File: src/rtl/adjust_button_ctrl.sv
// Time-set button front-end: synchronises and debounces the up/down buttons and
// turns presses into single-cycle adjust strobes with hold-delay auto-repeat.
module adjust_button_ctrl #(
    parameter int unsigned DEBOUNCE_CYCLES = 16,
    parameter int unsigned HOLD_CYCLES     = 1000,
    parameter int unsigned REPEAT_CYCLES   = 200
) (
    input  logic clk,
    input  logic rst,
    input  logic adj_en,
    input  logic btn_up,
    input  logic btn_down,
    output logic up,
    output logic down,
    output logic held
);

    localparam int unsigned DW   = $clog2(DEBOUNCE_CYCLES);
    localparam int unsigned TMAX = (HOLD_CYCLES > REPEAT_CYCLES) ? HOLD_CYCLES : REPEAT_CYCLES;
    localparam int unsigned TW   = $clog2(TMAX);

    localparam logic [DW-1:0] DLAST = DW'(DEBOUNCE_CYCLES - 1);
    localparam logic [TW-1:0] HLAST = TW'(HOLD_CYCLES - 1);
    localparam logic [TW-1:0] RLAST = TW'(REPEAT_CYCLES - 1);

    typedef enum logic [1:0] {StIdle, StHold, StRepeat, StLock} state_t;

    // Bit 0 is the up button, bit 1 the down button.
    logic [1:0]         s1, s2;
    logic [1:0]         db, db_d;
    logic [1:0][DW-1:0] dcnt, dcnt_d;
    logic [1:0]         arm, arm_d;
    logic               live;

    state_t        state, state_d;
    logic [TW-1:0] tcnt, tcnt_d;
    logic          dir, dir_d;
    logic          up_d, down_d;
    logic [1:0]    pressed;
    logic          cur_next, other;

    always_comb begin
        for (int i = 0; i < 2; i++) begin
            db_d[i]   = db[i];
            dcnt_d[i] = dcnt[i];
            if (s2[i] == db[i]) begin
                dcnt_d[i] = '0;
            end else if (dcnt[i] == DLAST) begin
                db_d[i]   = s2[i];
                dcnt_d[i] = '0;
            end else begin
                dcnt_d[i] = dcnt[i] + DW'(1);
            end
            // A press is only armed once the button has been seen fully released, so a
            // level held across reset or across a disabled period never counts as a press.
            arm_d[i] = db[i] ? 1'b0 : (arm[i] | (live & ~s1[i] & ~s2[i]));
        end
    end

    assign pressed  = db & arm;
    assign cur_next = db_d[dir];
    assign other    = db[~dir];

    always_comb begin
        state_d = state;
        tcnt_d  = tcnt;
        dir_d   = dir;
        up_d    = 1'b0;
        down_d  = 1'b0;
        if (!adj_en) begin
            state_d = StIdle;
            tcnt_d  = '0;
        end else begin
            unique case (state)
                StIdle: begin
                    if (db[0] && db[1]) begin
                        state_d = StLock;
                    end else if (pressed[0]) begin
                        up_d    = 1'b1;
                        dir_d   = 1'b0;
                        tcnt_d  = '0;
                        state_d = StHold;
                    end else if (pressed[1]) begin
                        down_d  = 1'b1;
                        dir_d   = 1'b1;
                        tcnt_d  = '0;
                        state_d = StHold;
                    end
                end
                StHold, StRepeat: begin
                    // Release is judged on the next debounced level so it beats a due repeat.
                    if (!cur_next) begin
                        state_d = StIdle;
                    end else if (other) begin
                        state_d = StLock;
                    end else if (tcnt == ((state == StHold) ? HLAST : RLAST)) begin
                        up_d    = ~dir;
                        down_d  = dir;
                        tcnt_d  = '0;
                        state_d = StRepeat;
                    end else begin
                        tcnt_d = tcnt + TW'(1);
                    end
                end
                StLock: begin
                    if (!db[0] && !db[1]) state_d = StIdle;
                end
                default: state_d = StIdle;
            endcase
        end
    end

    always_ff @(posedge clk) begin
        if (rst) begin
            s1    <= '0;
            s2    <= '0;
            db    <= '0;
            dcnt  <= '0;
            arm   <= '0;
            live  <= 1'b0;
            state <= StIdle;
            tcnt  <= '0;
            dir   <= 1'b0;
            up    <= 1'b0;
            down  <= 1'b0;
            held  <= 1'b0;
        end else begin
            s1    <= {btn_down, btn_up};
            s2    <= s1;
            db    <= db_d;
            dcnt  <= dcnt_d;
            arm   <= arm_d;
            live  <= 1'b1;
            state <= state_d;
            tcnt  <= tcnt_d;
            dir   <= dir_d;
            up    <= up_d;
            down  <= down_d;
            held  <= (state == StHold) || (state == StRepeat);
        end
    end

endmodule
File: config.mk
export PLATFORM = sky130hd
export DESIGN_NAME = adjust_button_ctrl
export DESIGN_NICKNAME = d
export VERILOG_FILES = /design/src/rtl/adjust_button_ctrl.sv
export SDC_FILE = /design/constraint.sdc
export NUM_CORES = 1
export LEC_CHECK = 0
export BUFFER_PORTS_ARGS = -buffer_cell sky130_fd_sc_hd__buf_2
export CORE_MARGIN = 1.5
export CORE_UTILIZATION = 54
export DETAILED_ROUTE_END_ITERATION = 7
export PLACE_DENSITY_LB_ADDON = 0.1
export SYNTH_ARGS = -nofsm -noshare
export SYNTH_HDL_FRONTEND = slang
export SYNTH_SLANG_ARGS = --single-unit
export TNS_END_PERCENT = 5
File: constraint.sdc
create_clock -name clk -period 2.33 [get_ports clk]
set_input_delay 0.466 -clock clk [delete_from_list [all_inputs] [get_ports clk]]
set_output_delay 0.466 -clock clk [all_outputs]
set_load 0.01 [all_outputs]
After elaboration in Yosys (flattened, before gate mapping). Index checks and enable logic that the tools add are counted. Widths: inputs -> output; s select.

Multiplexer cells: 40. Eq/ne operators: 15. Bitwise operators: 14. Reduce and logical (&&, ||, !) cells: 17. Add/subtract/negate cells: 3. Magnitude comparators: 2.

Operator list (number): $mux 10 (7); $mux 1 (22); $pmux 10 s2 (1); $mux 2 (7); $add 10x1->10 const B (1); $eq 10x10->1 (1); $add 4x1->4 const B (2); $eq 4x4->1 const B (2); $ne 2x2->1 const B (4); $ne 4x4->1 const B (2); $reduce_or 2->1 (4); $not 1->1 (7); $pmux 2 s3 (1); $reduce_or 3->1 (2); $reduce_and 5->1 (1); $and 1x1->1 (4); $eq 2x2->1 const B (2); $lt 1x2->1 const B (2); $pmux 1 s2 (2); $reduce_and 4->1 (1); $reduce_bool 2->1 (2); $ne 3x3->1 const B (1); $reduce_and 3->1 (1); $and 2x2->2 (1); other kinds (7) (11).

Word-level logic and storage cells: 105. Bits of input ports: 5. Register bits after elaboration: 33.

Logic depth before layout (Yosys ltp). Gate-level depths: netlist of the first run.

Word-level depth: 7. Mapped depth: 8. Gate-level depth less buffers: 7.

Worst setup path after synthesis of the first run. OpenSTA, ideal clock, no wires.

Path type: flip-flop to flip-flop. Start point: register state[1]. End point: register state[1]. Setup time: 116 ps. Data required time: 2214 ps. Arrival: 2074 ps. Setup slack: 140 ps. Cell stages (with the launch flop): 9. Cells stage by stage: dfxtp_1 > inv_1 > ha_1 > or4_4 > a2111oi_4 > nor2_2 > buf_6 > a211o_1 > o211a_1.

Word-level cells in the longest chain between the ends: 5. Elaborated cells on any way between the ends: 12.

RTL lines: start, declared (line 35) `state_t state, state_d;`; start signal, assigned (line 121) `state <= StIdle;`; start signal, assigned (line 134) `state <= state_d;`; $eq 2x1->1 (line 74, 96); $mux 10 (line 96) `end else if (tcnt == ((state == StHold) ? HLAST : RLAST)) begin`; $eq 10x10->1 (line 96); $ne 4x4->1 (no source line); $reduce_and 3->1 (no source line).

Several ways; a longest one is shown, not always the timed one. A chain may end at the register's enable or synchronous reset.

Worst setup path after layout of the first run.
Start point: register state[1]. End point: register state[0].

Same word-level chain as after synthesis.

==> run metrics, run 1 <==
synthesized net count=196; register area=661 um^2; hold wc startpoint=btn_down; Seq cells post-synth=33; DRT met1 WL=1550 um; # H-tree levels=2; FP Rows=19; Hold Path Class=primary input to register; Worst EP arrival=2.40 ns; total gr overflow=0; Worst path slowest cell=or4_4; HPWL Detailed=2470 um; Worst Slack Setup Final=0.164 ns; DRC violations left=0; antenna violations before repair=0; Routed met3 length=166 um; All-Layer GR Usage=22.4%; Worst path max stage delay=0.43 ns; TritonCTS Buffers=5; RePlAce Congestion=0.831; IO Pins=8; CTS tree=yes; Synth Area in XOR/XNOR=3.22%; highest routed metal layer=met4; CTS Hold Bufs=0; most frequent cells in the layout=dfxtp_1, nor2_1, nand2_1, nand3_1, a21oi_1; slew margin rel.=68.7%; via count of the routed design=1396; average size of a mapped cell=8.88 um^2; Critical Path Sink Type=register; FF-to-FF End=state[0]$_SDFFE_PP0P_; Worst Tran Pin Value=0.469 ns; clk buf depth=2; Die Width=58.0 um; placed cells=219; Max Fclk=462 MHz; fin cells=226; Simple-Gate Fraction of Synth Area=25.0%; Nets=207; drt first pass iters=6; Leakage=0.000691 uW; Yosys cell types=41; Buf+Inv Stages, Crit Path=1; # diodes=0; Final Setup Violations=0; pwr/cell area=522 nW/um^2; Required @ worst endpoint=2.56 ns; total wire length=3280 um; Chip Height=58.0 um; reg2reg start=state[1]$_SDFFE_PP0P_; compound-gate portion of the synthesized area=19.3%; R2R cell count=7; clk sinks=33; Worst path top cell family by delay=compound AO/OA/AOI/OAI gates; worst-path cell chain=inv_1 > ha_1 > or4_4 > a2111oi_4 > nor2_4 > a211o_2 > o211a_1; YS warnings=0; status=finished, final reports clean; Starting DRT DRC Count=74; DRT antenna net count=0; Synth top area share=40.4%; RSZ-0062 raised after global routing=false; multiplexer share of the synthesized area=2.60%; Final Skew=0.0120 ns; Worst R2R Setup Slack=0.16 ns; largest cells by area after synthesis=dfxtp_1, ha_1, nand3_1; post-synthesis sequential area ratio=40.4%; vias per cell=6.18; Setup Total Neg Slack=0 ns; largest net degree at the start of global routing=17; Filler cells=256; Port Buffers=7; Crit Path Max Fanout=12; postcts setup bufs=0; minimum clock period=2.17 ns; Final Hold Viols=0; most common cell after layout, fill and taps aside=dfxtp_1; CTS root buf=clkbuf_4; VDD IR max=326 uV; fin crit share=92.9%; total power=924 uW; multi-input logic area=911 um^2; core region area=2810 um^2; hold depth=2; Max Cap Violations=0; synthesized area=1630 um^2; WS Path Type=register to register; Slew Viols, Final=0; Area Overhead vs Synth=8.19%; Starting Density=58.3%; largest family of logic cells by synthesized area=simple AND/OR/NAND/NOR gates; vias in the first global route=1245; worst hold endpoint=s1[1]$_SDFF_PP0_; biggest area consumer among synthesized cells=dfxtp_1; Die Area=3370 um^2; met2 WL post-DR=1530 um; Worst-path clk slew=0.09 ns; post_cts resized=0; WL/cell=14.5 um; cells after synthesis=184; DP Worst Slack=0.119 ns; area share of fa/ha/maj cells after synthesis=5.36%; crit path launch type=register; global-route wire length before repair=5710 um; clock insertion delay at the later pin of the skew report=0.33 ns; share of cells above drive strength 1=14.4%
metal layers:
| metal | track usage, % | vias up |
|---|---|---|
| li1 | - | 696 |
| met1 | 29.6 | 666 |
| met2 | 34.3 | 30 |
| met3 | 7.37 | 4 |
| met4 | 7.97 | 0 |
| met5 | 0 | - |
state kept, by name, summed over array words and instances (netlist names):
name   flops
arm        2
db         2
dcnt       8
dir        1
down       1
held       1
live       1
s1         2
s2         2
state      2
tcnt      10
up         1
how the worst max path moves through the flow:
stage                            end                  start  depth (start not counted)  slack, ns
4_1_cts        state[0]$_SDFFE_PP0P_  state[1]$_SDFFE_PP0P_                          7       0.11
5_1_grt         tcnt[4]$_SDFFE_PP0P_     dcnt[4]$_SDFF_PP0_                          6       0.04
2_1_floorplan  state[1]$_SDFFE_PP0P_  state[1]$_SDFFE_PP0P_                          8       0.14
3_5_place_dp   state[0]$_SDFFE_PP0P_  state[1]$_SDFFE_PP0P_                          7       0.12
6_report       state[0]$_SDFFE_PP0P_  state[1]$_SDFFE_PP0P_                          7       0.16
3_3_place_gp   state[0]$_SDFFE_PP0P_  state[1]$_SDFFE_PP0P_                          7       0.18
final cells by class:
class / instances / area share, %
timing repair buffer: 12 / 4.10
inverter: 8 / 1.70
sequential: 33 / 37.4
clock buffer: 7 / 3.11
multi-input combinational: 135 / 51.5
tap: 31 / 2.19
metrics by stage:
| stage | utilization (%) | cell area (um^2) | hold WS, ns |
|---|---|---|---|
| floorplan | - | 1630 | 0.418 |
| global placement | 60.9 | 1710 | 0.425 |
| detailed placement | 60.9 | 1710 | 0.460 |
| CTS | 62.8 | 1760 | 0.340 |
| global route | 63.0 | 1770 | 0.327 |
| finish | 63.0 | 1770 | 0.346 |
synthesized netlist by cell type:
library cell  number
a2111oi_4          1
a211o_1            1
a211o_2            1
a211oi_1           5
a21o_1             1
a21oi_1           10
a311oi_1           1
a41oi_1            2
and3_1             2
and4_1             2
buf_6              1
clkbuf_1           7
dfxtp_1           33
ha_1               7
inv_1              8
mux2_2             2
mux2i_1            2
nand2_1           14
nand2b_1           3
nand3_1           13
nand3b_1           2
nand4_1            5
nand4b_1           2
nor2_1            14
nor2_2             1
nor2b_1            5
nor3_1             7
nor3b_1            3
o2111ai_1          1
o211a_1            2
o211ai_1           2
o21ai_0            5
o221ai_1           1
o22ai_1            1
o31ai_1            1
o31ai_2            1
o32ai_1            5
or2_2              3
or4_4              1
xnor2_1            1
xor2_1             5
where the power goes:
part / internal, uW / switching [uW] / total, uW
clock: 142 / 177 / 319
combinational: 10.6 / 15.2 / 25.7
sequential: 572 / 7.00 / 579
worst register-to-register path, delay by kind of cell (launching register included):
kind	cells	cell delay, ns
AOI/OAI and AO/OA	3	0.84
adders and majority gates	1	0.19
buffers and inverters	1	0.08
DFF	1	0.40
and+or+nand+nor	2	0.56
cell families (layout without fill, tap and decap cells):
family,after synthesis,in the layout
multiplexers,4,4
flip-flops,33,33
AND/OR/NAND/NOR,77,77
adder cells (fa/ha/maj),7,7
buffers and inverters,16,27
AO/OA/AOI/OAI,41,41
XOR/XNOR,6,6
No activity file was read; power rests on OpenSTA's default activity.
==> inputs of run 2 (changes only) <==
--- a/config.mk
+++ b/config.mk
@@ -9,7 +9,7 @@
 export CORE_MARGIN = 1.5
 export CORE_UTILIZATION = 54
 export DETAILED_ROUTE_END_ITERATION = 7
-export PLACE_DENSITY_LB_ADDON = 0.1
+export PLACE_DENSITY_LB_ADDON = 0.12
 export SYNTH_ARGS = -nofsm -noshare
 export SYNTH_HDL_FRONTEND = slang
 export SYNTH_SLANG_ARGS = --single-unit
==> run metrics, run 2 (same netlist as run 1, synthesis figures left out) <==
status=finished, final reports clean (unchanged); Chip Height=58.0 um (unchanged); reg2reg start=state[1]$_SDFFE_PP0P_ (unchanged); Final Hold Viols=0 (unchanged); Worst R2R Setup Slack=0.13 ns (was 0.16 ns); most common cell after layout, fill and taps aside=dfxtp_1 (unchanged); DRC violations left=0 (unchanged); most frequent cells in the layout=dfxtp_1, nor2_1, nand2_1, nand3_1, a21oi_1 (unchanged); Final Setup Violations=0 (unchanged); slew margin rel.=65.2% (was 68.7%); DRT antenna net count=0 (unchanged); Worst Setup EP=down$_SDFF_PP0_ (was state[0]$_SDFFE_PP0P_); combinational share of power=2.6% (was 2.8%); # H-tree levels=2 (unchanged); CTS root buf=clkbuf_4 (unchanged); clk sinks=33 (unchanged); Hold Path Class=primary input to register (unchanged); WL/cell=14.6 um (was 14.5 um); Leakage=0.000701 uW (was 0.000691 uW); Setup Total Neg Slack=0 ns (unchanged); IO Pins=8 (unchanged); sequential fraction of design power=59.8% (was 62.7%); Crit Path Max Fanout=4 (was 12); Most flops, register=tcnt (unchanged); clk buf depth=2 (unchanged); biggest regs=tcnt (10), dcnt (8) (unchanged); HPWL Detailed=2480 um (was 2470 um); FF-to-FF End=down$_SDFF_PP0_ (was state[0]$_SDFFE_PP0P_); Worst-path clk slew=0.11 ns (was 0.09 ns); R2R cell count=7 (unchanged); Starting DRT DRC Count=109 (was 74); core region area=2810 um^2 (unchanged); Worst EP arrival=2.44 ns (was 2.40 ns); via count of the routed design=1428 (was 1396); Die Width=58.0 um (unchanged); FP Rows=19 (unchanged); share of cells above drive strength 1=15.3% (was 14.4%); antenna violations before repair=0 (unchanged); vias in the first global route=1313 (was 1245); WS Path Type=register to register (unchanged); Filler cells=246 (was 256); clock power share=37.6% (was 34.6%); # diodes=0 (unchanged); clock insertion delay at the later pin of the skew report=0.33 ns (about the same); minimum clock period=2.20 ns (was 2.17 ns); max reg flops=10 (unchanged); pwr/cell area=543 nW/um^2 (was 522 nW/um^2); Critical Path Sink Type=register (unchanged); crit path from=state[1]$_SDFFE_PP0P_ (unchanged); RSZ-0062 raised after global routing=false (unchanged); Post-DP Area=1710 um^2 (unchanged); Port Buffers=7 (unchanged); Slew Viols, Final=0 (unchanged); global-route wire length before repair=5690 um (was 5710 um); All-Layer GR Usage=22.3% (was 22.4%); Worst Tran Pin Value=0.521 ns (was 0.469 ns); Nets=207 (unchanged); CTS Hold Bufs=0 (unchanged); Final Skew=0.0127 ns (was 0.0120 ns); sw power=211 uW (was 199 uW); total gr overflow=0 (unchanged); vias per cell=6.29 (was 6.18); Area Overhead vs Synth=9.11% (was 8.19%); CTS tree=yes (unchanged); placed cells=219 (unchanged); final instance area=1780 um^2 (was 1770 um^2); Sw Ratio=21.8% (was 21.6%); Starting Density=58.3% (unchanged); RePlAce Congestion=0.849 (was 0.831); Internal=757 uW (was 725 uW); drt first pass iters=4 (was 6); fin cells=227 (was 226); VDD IR max=403 uV (was 326 uV); Max Cap Violations=0 (unchanged); largest net degree at the start of global routing=18 (was 17); Die Area=3370 um^2 (unchanged); total wire length=3320 um (was 3280 um); fin crit share=94.5% (was 92.9%); Max Fclk=454 MHz (was 462 MHz); Required @ worst endpoint=2.57 ns (was 2.56 ns); crit path launch type=register (unchanged); TritonCTS Buffers=5 (unchanged)
## run 2: cell count changes in the layout (fill, tap and decap cells not counted), sizes merged
cell    previous run  this run
clkinv             0         1
## run 2: layer usage
metal  wire, um  GRT usage (%)
met1       1470           26.9
met2       1610           37.2
met3        173           6.92
met4         70           8.31
met5          0              0
## run 2: power by group through the flow
stage               registers (uW)  logic, uW  clock network, uW
finish                         579       25.4                364
global route                   580       28.0                399
global placement               591       25.1                  0
CTS                            578       26.2                372
floorplan                      590       16.7                  0
detailed placement             592       26.0                  0
## run 2: per-stage QoR
| step | power [uW] | hold slack (ns) | setup slack, ns | utilization [%] |
|---|---|---|---|---|
| 2_1_floorplan | 606 | 0.418 | 0.140 | - |
| 3_5_place_dp | 618 | 0.444 | 0.0842 | 60.9 |
| 3_3_place_gp | 616 | 0.429 | 0.171 | 60.9 |
| 6_report | 968 | 0.338 | 0.127 | 63.6 |
| 4_1_cts | 977 | 0.337 | 0.0713 | 63.4 |
| 5_1_grt | 1010 | 0.340 | 0.0268 | 63.6 |
## run 2: final cells by class
| cell class | instances | area (um^2) | area share, % |
|---|---|---|---|
| sequential | 33 | 661 | 37.1 |
| clock buffer | 7 | 65.1 | 3.65 |
| timing repair buffer | 12 | 72.6 | 4.07 |
| tap | 31 | 38.8 | 2.18 |
| inverter | 8 | 30.0 | 1.68 |
| clock inverter | 1 | 5.00 | 0.281 |
| multi-input combinational | 135 | 911 | 51.1 |
## run 2: how the worst min path moves through the flow
| stage | end | start | slack [ns] | depth (start not counted) |
|---|---|---|---|---|
| after floorplan | dcnt[0]$_SDFF_PP0_ | dcnt[0]$_SDFF_PP0_ | 0.42 | 1 |
| after global placement | dcnt[4]$_SDFF_PP0_ | dcnt[4]$_SDFF_PP0_ | 0.43 | 1 |
| after detailed placement | dcnt[4]$_SDFF_PP0_ | dcnt[4]$_SDFF_PP0_ | 0.44 | 1 |
| after CTS | s1[1]$_SDFF_PP0_ | btn_down | 0.34 | 2 |
| after global routing | s1[1]$_SDFF_PP0_ | btn_down | 0.34 | 2 |
| final | s1[1]$_SDFF_PP0_ | btn_down | 0.34 | 2 |
## run 2: timing repair
item,4_1_cts,5_1_grt
resized for setup,0,1
setup buffers,0,0
endpoints found under the setup margin,0,6
## run 2: critical path, cell delays in order, from the launching register on
cell and delay, ns:
dfxtp_1 0.40, inv_1 0.08, ha_1 0.20, or4_4 0.43, a2111oi_4 0.39, buf_4 0.21
nand4_1 0.10, a211oi_1 0.31
